==> src/rtl/ika87ad_mcseq.sv <==
// ika87ad_mcseq -- microcode sequencer
//
// Sequences the microcode words of one decoded opcode. It requests an opcode,
// loads the entry address, then for each word strobes the ROM, latches the
// returned word, and pulses an execute strobe. The two-bit bus code in the
// low bits of each word chooses what happens next:
//   00 RD4  end of instruction, go back and ask for a new opcode
//   01 RD3  operand read bus cycle, wait for the bus unit
//   10 WR3  operand write bus cycle, wait for the bus unit
//   11 IDLE internal step, move straight on to the next word
// Every output comes straight from a flop. Next-state logic computes each
// output from the state being entered, so the outputs line up with that state.
//
// Ports:
//   i_CLK              system clock, rising edge
//   i_RST              synchronous active-high reset
//   o_OPCODE_REQ       request next opcode from the fetch/decode stage
//   i_OPCODE_VALID     opcode decoded, i_MC_ENTRY valid
//   i_MC_ENTRY[7:0]    microcode entry address of the decoded opcode
//   o_MCROM_READ_TICK  microcode ROM read strobe
//   o_MCROM_ADDR[7:0]  microcode ROM address
//   i_MCROM_DATA[17:0] ROM word, valid the cycle after the read strobe
//   o_MC_WORD[17:0]    latched microcode word for the datapath
//   o_MC_EXEC          one-cycle strobe: execute o_MC_WORD
//   o_MC_STEP[3:0]     index of the current word within the instruction
//   o_BUS_REQ          bus cycle request to the bus unit
//   o_BUS_TYPE[1:0]    requested bus cycle code, 2'b11 when idle
//   i_BUS_DONE         bus unit has completed the requested cycle

module ika87ad_mcseq (
    input  logic        i_CLK,
    input  logic        i_RST,
    output logic        o_OPCODE_REQ,
    input  logic        i_OPCODE_VALID,
    input  logic [7:0]  i_MC_ENTRY,
    output logic        o_MCROM_READ_TICK,
    output logic [7:0]  o_MCROM_ADDR,
    input  logic [17:0] i_MCROM_DATA,
    output logic [17:0] o_MC_WORD,
    output logic        o_MC_EXEC,
    output logic [3:0]  o_MC_STEP,
    output logic        o_BUS_REQ,
    output logic [1:0]  o_BUS_TYPE,
    input  logic        i_BUS_DONE
);

    typedef enum logic [2:0] {
        S_FETCH,
        S_TICK,
        S_LOAD,
        S_EXEC,
        S_BUS
    } state_t;

    localparam logic [1:0] BC_RD4  = 2'b00;
    localparam logic [1:0] BC_RD3  = 2'b01;
    localparam logic [1:0] BC_WR3  = 2'b10;
    localparam logic [1:0] BC_IDLE = 2'b11;

    state_t      state_q, state_d;
    logic [7:0]  addr_q, addr_d;
    logic [3:0]  step_q, step_d;
    logic [17:0] word_q, word_d;
    logic        opcodeReq_q, opcodeReq_d;
    logic        tick_q, tick_d;
    logic        exec_q, exec_d;
    logic        busReq_q, busReq_d;
    logic [1:0]  busType_q, busType_d;

    logic [7:0]  addrInc;
    logic [3:0]  stepInc;

    // Moving on to the next word: the address wraps naturally at 8 bits, the
    // step counter sticks at 15 so long sequences never alias to a low index.
    assign addrInc = addr_q + 8'd1;
    assign stepInc = (step_q == 4'hF) ? 4'hF : step_q + 4'd1;

    // Next-state logic. The registered outputs are derived from the state
    // being entered, so each strobe is high for exactly the cycle spent in
    // its state. The bus type reuses word_d, which only changes in S_LOAD and
    // therefore equals the held word whenever S_BUS is entered.
    always_comb begin
        state_d = state_q;
        addr_d  = addr_q;
        step_d  = step_q;
        word_d  = word_q;

        unique case (state_q)
            S_FETCH: begin
                if (i_OPCODE_VALID) begin
                    addr_d  = i_MC_ENTRY;
                    step_d  = 4'd0;
                    state_d = S_TICK;
                end
            end
            S_TICK: begin
                state_d = S_LOAD;
            end
            S_LOAD: begin
                word_d  = i_MCROM_DATA;
                state_d = S_EXEC;
            end
            S_EXEC: begin
                unique case (word_q[1:0])
                    BC_RD4:         state_d = S_FETCH;
                    BC_RD3, BC_WR3: state_d = S_BUS;
                    BC_IDLE: begin
                        addr_d  = addrInc;
                        step_d  = stepInc;
                        state_d = S_TICK;
                    end
                    default:        state_d = S_FETCH;
                endcase
            end
            S_BUS: begin
                if (i_BUS_DONE) begin
                    addr_d  = addrInc;
                    step_d  = stepInc;
                    state_d = S_TICK;
                end
            end
            default: begin
                state_d = S_FETCH;
            end
        endcase

        opcodeReq_d = (state_d == S_FETCH);
        tick_d      = (state_d == S_TICK);
        exec_d      = (state_d == S_EXEC);
        busReq_d    = (state_d == S_BUS);
        busType_d   = busReq_d ? word_d[1:0] : 2'b11;
    end

    // State and output registers. Reset wins from any state, which also drops
    // any bus request that was still waiting for completion.
    always_ff @(posedge i_CLK) begin
        if (i_RST) begin
            state_q     <= S_FETCH;
            addr_q      <= 8'h00;
            step_q      <= 4'h0;
            word_q      <= 18'h00000;
            opcodeReq_q <= 1'b1;
            tick_q      <= 1'b0;
            exec_q      <= 1'b0;
            busReq_q    <= 1'b0;
            busType_q   <= 2'b11;
        end else begin
            state_q     <= state_d;
            addr_q      <= addr_d;
            step_q      <= step_d;
            word_q      <= word_d;
            opcodeReq_q <= opcodeReq_d;
            tick_q      <= tick_d;
            exec_q      <= exec_d;
            busReq_q    <= busReq_d;
            busType_q   <= busType_d;
        end
    end

    assign o_OPCODE_REQ      = opcodeReq_q;
    assign o_MCROM_READ_TICK = tick_q;
    assign o_MCROM_ADDR      = addr_q;
    assign o_MC_WORD         = word_q;
    assign o_MC_EXEC         = exec_q;
    assign o_MC_STEP         = step_q;
    assign o_BUS_REQ         = busReq_q;
    assign o_BUS_TYPE        = busType_q;

endmodule

==> config.mk <==
export PLATFORM = sky130hd
export DESIGN_NAME = ika87ad_mcseq
export DESIGN_NICKNAME = d
export VERILOG_FILES = /design/src/rtl/ika87ad_mcseq.sv
export SDC_FILE = /design/constraint.sdc
export NUM_CORES = 1
export LEC_CHECK = 0
export ABC_AREA = 0
export CAP_MARGIN = 20
export CORE_AREA = 5 5 68 70
export CTS_CLUSTER_SIZE = 8
export DETAILED_ROUTE_END_ITERATION = 7
export DIE_AREA = 0 0 73 75
export GPL_ROUTABILITY_DRIVEN = 0
export MAX_ROUTING_LAYER = met4
export PLACE_DENSITY_LB_ADDON = 0.2
export SLEW_MARGIN = 0
export SYNTH_ARGS = -nofsm -noshare
export SYNTH_HDL_FRONTEND = slang
export SYNTH_SLANG_ARGS = --single-unit
==> constraint.sdc <==
create_clock -name i_CLK -period 2.55 [get_ports i_CLK]
set_clock_uncertainty 0.05 [all_clocks]
set_input_delay 0.51 -clock i_CLK [delete_from_list [all_inputs] [get_ports i_CLK]]
set_output_delay 0.51 -clock i_CLK [all_outputs]
set_load 0.005 [all_outputs]
* After elaboration in Yosys (flattened, before gate mapping) *
Cells that the tools add are included.

storage, ports and cells
  register bits after elaboration = 39
  input bits = 30

operators by class
  eq/ne operators = 14
  add/subtract/negate cells = 2
  reduce and logical (&&, ||, !) cells = 7
  bitwise operators = 1
  muxes and demuxes = 14

operator list
  operator                                                         count
  8-bit 2-to-1 mux                                                 3
  8-bit one-hot mux with 3 select lines                            1
  4-bit 2-to-1 mux                                                 4
  3-bit one-hot mux with 5 select lines                            1
  4-bit one-hot mux with 3 select lines                            1
  3-bit by 2-bit == test with 1-bit output, second input constant  3
  3-bit one-hot mux with 3 select lines                            1
  8-bit by 1-bit adder with 8-bit output, second input constant    1
  3-bit by 1-bit == test with 1-bit output, second input constant  2
  3-bit == test, second input constant                             2
  3-bit zero test                                                  2
  3-bit 2-to-1 mux                                                 2
  2-bit != test, second input constant                             3
  4-bit by 1-bit adder with 4-bit output, second input constant    1
  2-bit == test, second input constant                             2
  4-bit == test, second input constant                             1
  4-bit AND reduction                                              1
  2-bit OR reduction                                               2
  3-bit nonzero test                                               1
  2-bit by 1-bit == test with 1-bit output, second input constant  1
  2-bit zero test                                                  1
  2-bit 2-to-1 mux                                                 1
  1-bit inverter                                                   1

* Longest topological paths before layout *
Gate-level depths: netlist of run 1.

  depth after elaboration = 7
  gate-level depth with buffers = 7

* Worst setup path after synthesis of run 1 *
OpenSTA, ideal clock, no wires.

  path type = input-to-reg
  from = input port i_BUS_DONE
  to = register step_q[3] (netlist: o_MC_STEP[3])
  slack = 996 ps
  arrival = 1372 ps
  data required time = 2368 ps
  library setup time = 132 ps
  path buffers = 1
  cell stages on the path = 5
  path through = mux2_2 a22o_1 buf_2 a41oi_1 nor3_1

on the way
  cells in the longest elaborated chain, start to end = 2

ends and longest elaborated chain
  what                                  RTL line  text
  start, declared                       44        input logic i_BUS_DONE
  2-bit != test (no source line)        --
  4-bit AND reduction (no source line)  --
  end signal, assigned                  150       step_q <= step_d;
  end, declared                         62        logic [3:0] step_q, step_d;

Every way passes these cells.
A chain may end at the register's enable or synchronous reset.

* Worst setup path after layout of run 1 *
  from = input port i_BUS_DONE
  to = register addr_q[1] (netlist: o_MCROM_ADDR[1])

on the way
  cells in the longest elaborated chain, start to end = 2

ends and longest elaborated chain
  what                                  RTL line  text
  2-bit != test (no source line)        --
  4-bit AND reduction (no source line)  --
  end signal, assigned                  149       addr_q <= addr_d;
  end, declared                         61        logic [7:0] addr_q, addr_d;

Every way passes these cells.

==> results of run 1 <==
-- worst max-delay path, cell delays in order --
cell	delay [ns]
clkdlybuf4s50_1	0.45
mux2_2	0.30
a22oi_2	0.42
a21oi_1	0.08
a211oi_1	0.25
-- cell usage in the layout, fill, tap and decap left out, types with 3 or more instances in the layout --
cell type,synthesis,final
clkdlybuf4s50_1,0,65
nand2_1,42,42
dfxtp_1,39,39
a21oi_1,31,31
nor2_1,7,7
nand3_1,7,7
inv_1,6,6
clkbuf_8,0,6
a211oi_1,4,4
ha_1,4,4
o32ai_1,3,3
nor2b_1,3,3
a211o_1,3,3
-- cells by family (layout without fill, tap and decap cells) --
kind of cell,count (synthesis),after routing,share of synthesized area [%]
AO/OA/AOI/OAI,60,60,24.1
adder cells (fa/ha/maj),4,4,2.82
XOR/XNOR,1,1,0.493
AND/OR/NAND/NOR,78,78,21.1
multiplexers,3,3,1.76
buffers and inverters,20,82,5.84
flip-flops,39,39,43.9
-- where the power goes --
group          leakage [nW]  internal (mW)  switching (mW)  total [mW]
logic                 0.506          0.159           0.125       0.284
clock network        0.0612          0.316           0.202       0.519
registers             0.318          0.650          0.0381       0.688
-- worst max-delay path by stage --
stage | from | end | slack [ns] | cells past startpoint
final | i_BUS_DONE | o_MCROM_ADDR[1] | 0.67 | 5
after detailed placement | i_BUS_DONE | o_MCROM_ADDR[7] | 0.40 | 5
after CTS | i_BUS_DONE | o_MCROM_ADDR[1] | 0.67 | 5
after global placement | i_BUS_DONE | o_MCROM_ADDR[1] | 0.43 | 5
after global routing | i_BUS_DONE | o_MCROM_ADDR[3] | 0.50 | 5
after floorplan | i_BUS_DONE | o_MC_STEP[3] | 1.0 | 5
-- flip-flops by register name, summed over array words and instances, names as in the netlist --
register           count
o_MC_WORD             18
o_MCROM_ADDR           8
o_MC_STEP              4
state_q                3
o_BUS_TYPE             2
o_BUS_REQ              1
o_MCROM_READ_TICK      1
o_MC_EXEC              1
o_OPCODE_REQ           1
-- layout make-up --
cell class | instances | share of cell area (%)
multi-input combinational | 146 | 34.9
tap | 50 | 2.44
timing repair buffer | 68 | 26.8
clock buffer | 6 | 3.22
sequential | 39 | 30.5
clock inverter | 2 | 1.37
inverter | 6 | 0.879
-- routing by layer --
| layer | part of all wire, % | wire [um] |
|---|---|---|
| met1 | 45 | 2040 |
| met2 | 48 | 2180 |
| met3 | 6.3 | 284 |
| met4 | 0.66 | 30 |
| met5 | 0 | 0 |
-- per-stage QoR --
step | utilization [%] | cell area [sq um] | hold WS, ns | setup WS (ns) | power [mW]
after CTS | 65.5 | 2560 | 0.406 | 0.673 | 1.50
after floorplan | - | 1780 | 0.403 | 0.996 | 0.839
after detailed placement | 62.5 | 2440 | 0.396 | 0.403 | 0.987
final | 65.5 | 2560 | 0.403 | 0.672 | 1.49
after global routing | 65.5 | 2560 | 0.426 | 0.496 | 1.57
after global placement | 62.5 | 2440 | 0.392 | 0.434 | 0.984
-- synth_stat cells (2+ instances only) --
cell type,instances,area (sq um)
buf_2,5,25.0
nand2b_1,2,12.5
dfxtp_1,39,781
clkbuf_1,5,18.8
a211o_1,3,26.3
a2bb2oi_1,2,17.5
o21ai_2,2,17.5
nand3_1,7,35.0
buf_4,2,15.0
and2_1,2,12.5
o22ai_1,2,12.5
o32ai_1,3,26.3
buf_6,2,22.5
nor3_1,2,10.0
a2111oi_4,2,55.1
nor2_1,7,26.3
a21oi_1,31,155
a211oi_1,4,30.0
inv_1,6,22.5
nor2b_1,3,18.8
mux2i_1,2,20.0
ha_1,4,50.1
nand2_1,42,158
==> summary.md, run 1 <==
| Metric | Value |
|---|---|
| Worst-Skew Late Latency | `0.28 ns` |
| Die Area | `5480 sq um` |
| Worst Reg-to-Reg Cells | `5` |
| Outcome | `finished clean` |
| Arrival time worst endpoint | `2.02 ns` |
| Fillers | `353` |
| CTS clk-pin slew, worst paths | `0.07 ns` |
| Final min period | `1.88 ns` |
| Initial antenna violation count | `0` |
| Via count | `1,702` |
| Rows | `23` |
| Worst-Margin Slew | `0.601 ns` |
| Worst vdd ir | `323 uV` |
| Met3 usage | `3.74%` |
| Vias in the first global route | `1,597` |
| Hold Crit Depth | `2` |
| Drt drc | `0` |
| Worst min-delay path startpoint | `o_MC_WORD[11]` |
| Post-Layout Cell Count | `317` |
| Clock tree buffer depth | `2` |
| Synth Area per Inst | `8.67 sq um` |
| EDFF count, synth | `0` |
| Seq/Total Area, Yosys | `43.9%` |
| PortBufs | `65` |
| Largest net degree at the start of global routing | `30` |
| Global route overflow | `0` |
| Dpl cells | `309` |
| Crit. End Element | `flip-flop` |
| Fin crit share | `73.6%` |
| Mapped Cells | `205` |
| Max Transition Viols Final | `0` |
| Area grow syn2layout | `44.1%` |
| Setup TNS | `0 ns` |
| RR Endpoint | `o_MCROM_ADDR[4]` |
| Core ar. | `3910 sq um` |
| Post-DP HPWL | `3320 um` |
| Main synth FF type | `dfxtp_1` |
| Slew HR | `59.8%` |
| Final setup violation count | `0` |
| FF-to-FF setup slack | `0.71 ns` |
| Register area | `781 sq um` |
| Met1 GRT Util | `22.4%` |
| Power Density | `582 nW/um^2` |
| Area taken by multi-input logic gates | `893 sq um` |
| Leak pwr | `0.885 nW` |
| Nets | `300` |
| Post-CTS Hold Buffers | `0` |
| Synth cell types | `49` |
| CTS tree | `built` |
| Routed wire length | `4540 um` |
| Die height | `75 um` |
| Class of the worst hold path | `reg2reg` |
| Most Used Layer, Global Route | `met2` |
| CTS Sinks | `39` |
| Final hold vios | `0` |
| DR WL/cell | `14.3 um` |
| RSZ-0062 raised after global routing | `no` |
| Total CTS buffers | `5` |
| Yosys warnings | `0` |
| Post-CTS Setup Inserts | `0` |
| Critical Path RT | `2.69 ns` |
| First-pass GRT wire length | `7420 um` |
| Cell chosen for the clock root | `clkbuf_8` |
| Crit Path Category | `in2reg` |
| Pre-Repair DR Iteration Count | `5` |
| Top Ports | `66` |
| Crit-path max FO | `10` |
| Layout cells sized above 1 | `8.24%` |
| Endpoint, Worst Hold | `o_MC_WORD[11]` |
| Syn Std Cell Area | `1780 sq um` |
| Initial DRC Count | `101` |
| M2 GR Usage | `27.9%` |
| Max cap viols | `0` |
| Max Clk Rate | `0.532 GHz` |
| H-tree depth | `2` |
| Critical Path Source Type | `input port` |
| Die X | `73 um` |
| Flops & latches, synth | `39` |
| Post-CTS sizing | `0` |
| FFs w/ async S/R, synth | `0%` |
| Synth Net Count | `239` |
| Initial Util | `45.4%` |
| Via density | `5.37` |
| R2R Path Start | `state_q[2]` |
| Antenna Cells | `0` |
| Final ANT Viol Nets | `0` |
| Gr usage total | `17.5%` |
No activity file was read; power rests on OpenSTA's default activity.
==> inputs of run 2 (changes only) <==
CORE_AREA = 5 5 70 72   (was 5 5 68 70)
DIE_AREA = 0 0 75 77   (was 0 0 73 75)
clock period = 1.9 ns   (was 2.55 ns; I/O delays follow)
==> summary.md, run 2 (synthesis gave the netlist of run 1 again) <==
| Metric | Value |
|---|---|
| Class of the worst hold path | `reg2reg` |
| Hold_ws | `0.404 ns (+0.000569 ns)` |
| CTS tree | `built` |
| CTS Sinks | `39 (unchanged)` |
| CTS clk-pin slew, worst paths | `0.07 ns (about the same)` |
| Die height | `77 um (+2.7%)` |
| RR Endpoint | `o_MCROM_ADDR[6]` |
| Power Density | `724 nW/um^2 (+24%)` |
| FF-to-FF setup slack | `0.19 ns (-0.52 ns)` |
| Design Area, Final | `2610 sq um (+1.7%)` |
| Top Ports | `66 (unchanged)` |
| Gate power share | `21.7% (+2.6 points)` |
| Max Transition Viols Final | `0 (unchanged)` |
| Drt drc | `0 (unchanged)` |
| Worst-Margin Slew | `0.549 ns (-0.0521 ns)` |
| Post-CTS Setup Inserts | `0 (unchanged)` |
| Final Util | `61.5% (-3.9 points)` |
| Leak pwr | `0.920 nW (+4.0%)` |
| Critical path cell sequence | `clkdlybuf4s50_1` |
| Clock network fraction of design power | `29.7% (-5.1 points)` |
| Arrival time worst endpoint | `1.28 ns (-0.74 ns)` |
| Crit Path Category | `reg2out` |
| Initial Util | `42.0% (-3.4 points)` |
| Critical Path Source Type | `flip-flop` |
| Crit path max-delay cell type | `clkdlybuf4s50_1` |
| Initial antenna violation count | `0 (unchanged)` |
| Nets | `311 (+3.7%)` |
| R2R Path Start | `state_q[2]` |
| Worst-Skew Late Latency | `0.28 ns (about the same)` |
| Setup TNS | `0 ns (unchanged)` |
| Vias in the first global route | `1,605 (+0.50%)` |
| Cell chosen for the clock root | `clkbuf_8` |
| First-pass GRT wire length | `7730 um (+4.1%)` |
| Post-CTS Hold Buffers | `0 (unchanged)` |
| Area taken by multi-input logic gates | `893 sq um (unchanged)` |
| DP Area | `2520 sq um (+3.0%)` |
| Total CTS buffers | `5 (unchanged)` |
| Antenna Cells | `0 (unchanged)` |
| Routed wire length | `4570 um (+0.77%)` |
| Post-Layout Cell Count | `329 (+3.8%)` |
| Endpoint, Worst Hold | `o_MC_WORD[8]` |
| Final ANT Viol Nets | `0 (unchanged)` |
| Max reg flops | `18 (unchanged)` |
| Bufs and invs on worst path | `1 (unchanged)` |
| Switching share of power | `26.4% (+1.8 points)` |
| Final min period | `1.71 ns` |
| Via density | `5.16 (-4.0%)` |
| Clock tree buffer depth | `2 (unchanged)` |
| Dpl cells | `322 (+4.2%)` |
| Layout cells sized above 1 | `11.6% (+3.3 points)` |
| Final hold vios | `0 (unchanged)` |
| Slew HR | `63.3% (+3.5 points)` |
| Seq pwr share | `48.6% (+2.5 points)` |
| CP peak stage delay | `0.55 ns (+0.10 ns)` |
| Gr usage total | `17.2% (-0.28 points)` |
| Crit. End Element | `output pin` |
| DR WL/cell | `13.9 um (-2.9%)` |
| Fillers | `371 (+5.1%)` |
| Rows | `24 (+4.3%)` |
| RSZ-0062 raised after global routing | `no` |
| Critical Path RT | `1.47 ns (-1.22 ns)` |
| Crit-path leading delay family | `buffers and inverters` |
| Outcome | `finished clean` |
| Commonest non-fill, non-tap cell in the layout | `clkdlybuf4s50_1` |
| Switching pwr | `497 uW (+36%)` |
| PortBufs | `65 (unchanged)` |
| Global route overflow | `0 (unchanged)` |
| Die Area | `5780 sq um (+5.5%)` |
| Die X | `75 um (+2.7%)` |
| Design internal power | `1.39 mW (+23%)` |
| Final setup violation count | `0 (unchanged)` |
| Pre-Repair DR Iteration Count | `4 (-1)` |
| Crit-path max FO | `6 (-4)` |
| Via count | `1,696 (-0.35%)` |
| Core ar. | `4230 sq um (+8.2%)` |
| Hold Crit Depth | `2 (unchanged)` |
| Register area | `781 sq um (unchanged)` |
| Post-CTS sizing | `0 (unchanged)` |
| Area grow syn2layout | `46.5%` |
| Worst Reg-to-Reg Cells | `4 (-1)` |
| Worst vdd ir | `361 uV (+12%)` |
| Worst min-delay path startpoint | `o_MC_WORD[8]` |
| Commonest cells after routing, fill and taps aside | `clkdlybuf4s50_1, nand2_1, dfxtp_1, a21oi_1, buf_4` |
| H-tree depth | `2 (unchanged)` |
| Initial DRC Count | `53 (-48%)` |
| Max Clk Rate | `0.585 GHz` |
| Post-DP HPWL | `3360 um (+1.2%)` |
| Max cap viols | `0 (unchanged)` |
| Largest net degree at the start of global routing | `19 (-37%)` |
| Fin crit share | `90.0%` |
-- run 2: cell types whose count changed in the layout (fill, tap and decap cells not counted), sizes merged --
| cell | change |
|---|---|
| buf | +11 |
| bufinv | -1 |
-- run 2: worst max path at each step --
stage                               from               to  slack [ns]  cells past startpoint
after floorplan               state_q[0]  o_MCROM_ADDR[5]        0.35                      6
final                       o_MC_STEP[2]     o_MC_STEP[2]        0.19                      1
after detailed placement  i_OPCODE_VALID     o_MC_STEP[3]       -0.03                      5
after CTS                   o_MC_STEP[2]     o_MC_STEP[2]        0.18                      1
after global placement        i_BUS_DONE     o_MC_STEP[3]       -0.03                      5
after global routing          state_q[0]     o_MC_STEP[2]        0.05                      4
-- run 2: tightest hold or removal path: cells and delay by family (launching register included) --
family,cells,cell delay (ns)
DFF,1,0.31
and+or+nand+nor,1,0.05
AOI/OAI and AO/OA,1,0.05
-- run 2: area by class of cell --
cell class | count | share of cell area, %
multi-input cells | 146 | 34.3
flip-flops and latches | 39 | 30.0
clock buffers | 6 | 3.17
clock inverters | 1 | 0.192
inverters | 6 | 0.865
repair buffers | 79 | 29.0
well taps | 52 | 2.50
-- run 2: metal layers --
metal	GRT usage [%]	vias to the layer above	part of all wire, %
met1	23.3	772	46
met4	4.63	0	1.2
li1	-	866	-
met3	4.71	5	7.1
met5	-	-	0
met2	25.3	53	45
-- run 2: per-stage QoR --
stage	total power, mW	setup WS (ns)
2_1_floorplan	1.13	0.353
3_3_place_gp	1.34	-0.0251
3_5_place_dp	1.35	-0.0295
4_1_cts	1.91	0.178
5_1_grt	1.99	0.0453
6_report	1.89	0.191
-- run 2: power groups by stage --
stage | Combinational [mW] | Clock, mW | Sequential (mW)
2_1_floorplan | 0.196 | 0 | 0.930
3_3_place_gp | 0.407 | 0 | 0.935
3_5_place_dp | 0.411 | 0 | 0.936
4_1_cts | 0.413 | 0.579 | 0.917
5_1_grt | 0.452 | 0.612 | 0.925
6_report | 0.409 | 0.561 | 0.916
==> inputs of run 3 (changes only) <==
ABC_AREA = 1   (was 0)
CORE_AREA = 5 5 71 73   (was 5 5 70 72)
DIE_AREA = 0 0 76 78   (was 0 0 75 77)
==> summary.md, run 3 <==
| Metric | Value |
|---|---|
| Outcome | `finished clean` |
| Final WS setup | `0.167 ns (-0.0240 ns)` |
| Final hold vios | `0 (unchanged)` |
| DR WL/cell | `11.6 um (-16%)` |
| Setup TNS | `0 ns (unchanged)` |
| Synth Net Count | `274 (+15%)` |
| Largest net degree at the start of global routing | `32 (+13)` |
| Crit-path leading delay family | `buffers and inverters` |
| Syn Std Cell Area | `1830 sq um (+3.0%)` |
| Total CTS buffers | `5 (unchanged)` |
| Largest cells by area after synthesis | `dfxtp_1, nand2_1, inv_1` |
| RSZ-0062 raised after global routing | `no` |
| FFs w/ async S/R, synth | `0% (unchanged)` |
| Register area | `781 sq um (unchanged)` |
| Die X | `76 um (+1.3%)` |
| Post-Layout Cell Count | `361 (+9.7%)` |
| Antenna Cells | `0 (unchanged)` |
| Rows | `24 (unchanged)` |
| Crit-path max FO | `7 (+1)` |
| Bufs and invs on worst path | `1 (unchanged)` |
| Final Util | `61.6% (about the same)` |
| Critical Path Source Type | `flip-flop` |
| Global route overflow | `0 (unchanged)` |
| EDFF count, synth | `0 (unchanged)` |
| Area taken by multi-input logic gates | `861 sq um (-3.6%)` |
| Via density | `4.76 (-7.7%)` |
| Post-DP HPWL | `3120 um (-7.4%)` |
| Nets | `342 (+10%)` |
| Post-CTS Hold Buffers | `0 (unchanged)` |
| Main synth FF type | `dfxtp_1` |
| Commonest cells after routing, fill and taps aside | `clkdlybuf4s50_1, nand2_1, dfxtp_1, inv_1, a21oi_1` |
| Leak pwr | `1.10 nW (+19%)` |
| Die height | `78 um (+1.3%)` |
| Initial DRC Count | `45 (-15%)` |
| Clock tree buffer depth | `2 (unchanged)` |
| Drt drc | `0 (unchanged)` |
| Max cap viols | `0 (unchanged)` |
| Area grow syn2layout | `44.3%` |
| Routed wire length | `4200 um (-8.1%)` |
| Core ar. | `4290 sq um (+1.4%)` |
| Critical Path RT | `1.47 ns (about the same)` |
| Initial antenna violation count | `0 (unchanged)` |
| CTS clk-pin slew, worst paths | `0.08 ns (about the same)` |
| Post-CTS sizing | `0 (unchanged)` |
| Slew HR | `76.1% (+13 points)` |
| Flops & latches, synth | `39 (unchanged)` |
| CTS tree | `built` |
| Crit Path Category | `reg2out` |
| Ranking of synthesized cells by instance count | `nand2_1, dfxtp_1, inv_1` |
| Synth Area per Inst | `7.63 sq um (-12%)` |
| First-pass GRT wire length | `7260 um (-6.1%)` |
| Yosys warnings | `0 (unchanged)` |
| Worst-Skew Late Latency | `0.28 ns (about the same)` |
| Class of the worst hold path | `reg2reg` |
| Worst vdd ir | `386 uV (+6.9%)` |
| Top cell type's share of synthesized area | `42.6% (-1.3 points)` |
| Area leader, netlist | `dfxtp_1` |
| Cell chosen for the clock root | `clkbuf_8` |
| Die Area | `5930 sq um (+2.6%)` |
| Final setup violation count | `0 (unchanged)` |
| Pre-Repair DR Iteration Count | `4 (unchanged)` |
| Max Transition Viols Final | `0 (unchanged)` |
| Power Density | `828 nW/um^2 (+14%)` |
| Seq/Total Area, Yosys | `42.6% (-1.3 points)` |
| CP peak stage delay | `0.55 ns (about the same)` |
| Fin crit share | `91.2% (+1.3 points)` |
| Worst-Margin Slew | `0.358 ns (-0.191 ns)` |
| Final min period | `1.73 ns (+0.0240 ns)` |
| Most frequent cell after synthesis | `nand2_1` |
| Mapped Cells | `240 (+17%)` |
| Commonest non-fill, non-tap cell in the layout | `clkdlybuf4s50_1` |
| Vias in the first global route | `1,632 (+1.7%)` |
| Synth cell types | `30 (-39%)` |
| H-tree depth | `2 (unchanged)` |
| Design Area, Final | `2640 sq um (+1.5%)` |
| Post-CTS Setup Inserts | `0 (unchanged)` |
| Max reg flops | `18 (unchanged)` |
| Arrival time worst endpoint | `1.30 ns (+0.02 ns)` |
| Via count | `1,718 (+1.3%)` |
| Critical path cell sequence | `clkdlybuf4s50_1` |
| Crit path max-delay cell type | `clkdlybuf4s50_1` |
| Final ANT Viol Nets | `0 (unchanged)` |
| Max Clk Rate | `0.577 GHz (-1.4%)` |
| Fillers | `394 (+6.2%)` |
| Layout cells sized above 1 | `13.3% (+1.7 points)` |
| PortBufs | `65 (unchanged)` |
| Pre-CTS setup slack | `0.166 ns (+0.195 ns)` |
| Top Ports | `66 (unchanged)` |
| Initial Util | `42.7% (+0.67 points)` |
| DP Area | `2530 sq um (+0.35%)` |
| Gr usage total | `15.0% (-2.3 points)` |
| Dpl cells | `353 (+9.6%)` |
| Crit. End Element | `output pin` |
| CTS Sinks | `39 (unchanged)` |
## run 3: changes by cell type after synthesis, moves of 4 or more
cell and change:
inv_1 +28, o21ai_0 +18, nand3_2 +4, nand2_1 +6, nor2_1 +10, a21oi_1 -10
a211oi_1 -4, nand3_1 +4, a21oi_2 +6
## run 3: power breakdown
part / internal [mW] / switching (mW) / leakage, nW
Combinational: 0.280 / 0.238 / 0.717
Sequential: 0.899 / 0.0639 / 0.320
Clock: 0.425 / 0.284 / 0.0612
## run 3: final timing paths
check                  start  cells past startpoint  slack, ns               to
min reg2reg    o_MC_WORD[13]                      2       0.39    o_MC_WORD[13]
max          o_MCROM_ADDR[3]                      1       0.17  o_MCROM_ADDR[3]
min            o_MC_WORD[13]                      2       0.39    o_MC_WORD[13]
max reg2reg       state_q[1]                      8       0.29  o_MCROM_ADDR[0]
## run 3: stage by stage
step	hold WS [ns]	power (mW)
floorplan	0.390	1.25
global placement	0.381	1.50
detailed placement	0.384	1.51
CTS	0.395	2.22
global route	0.407	2.32
finish	0.393	2.19
## run 3: cell families (layout without fill, tap and decap cells)
| logic type | after synthesis | after routing | synth area share, % |
|---|---|---|---|
| compound gates | 52 | 52 | 16.3 |
| xor+xnor | 2 | 2 | 0.956 |
| fa+ha+maj | 4 | 4 | 2.73 |
| buf+inv | 45 | 114 | 10.4 |
| flops | 39 | 39 | 42.6 |
| mux | 2 | 2 | 1.09 |
| simple gates | 96 | 96 | 26.0 |
## run 3: area by class of cell
cell class                      instances  area share [%]
Sequential cell                        39            29.5
Multi-Input combinational cell        156            32.6
Clock inverter                          2            1.33
Tap cell                               52            2.46
Timing Repair Buffer                   69            25.7
Inverter                               37            5.25
Clock buffer                            6            3.12
## run 3: layer usage
metal | global-route usage (%) | share of wire (%)
met1 | 18.6 | 50
met4 | 5.87 | 1.5
met2 | 22.9 | 42
met5 | - | 0
met3 | 4.05 | 6.5
## run 3: worst reg2reg max path, delay by kind of cell (launching register included)
family	cells	cell delay (ns)
simple gates	6	0.86
flops	1	0.37
compound gates	1	0.07
buf+inv	1	0.17
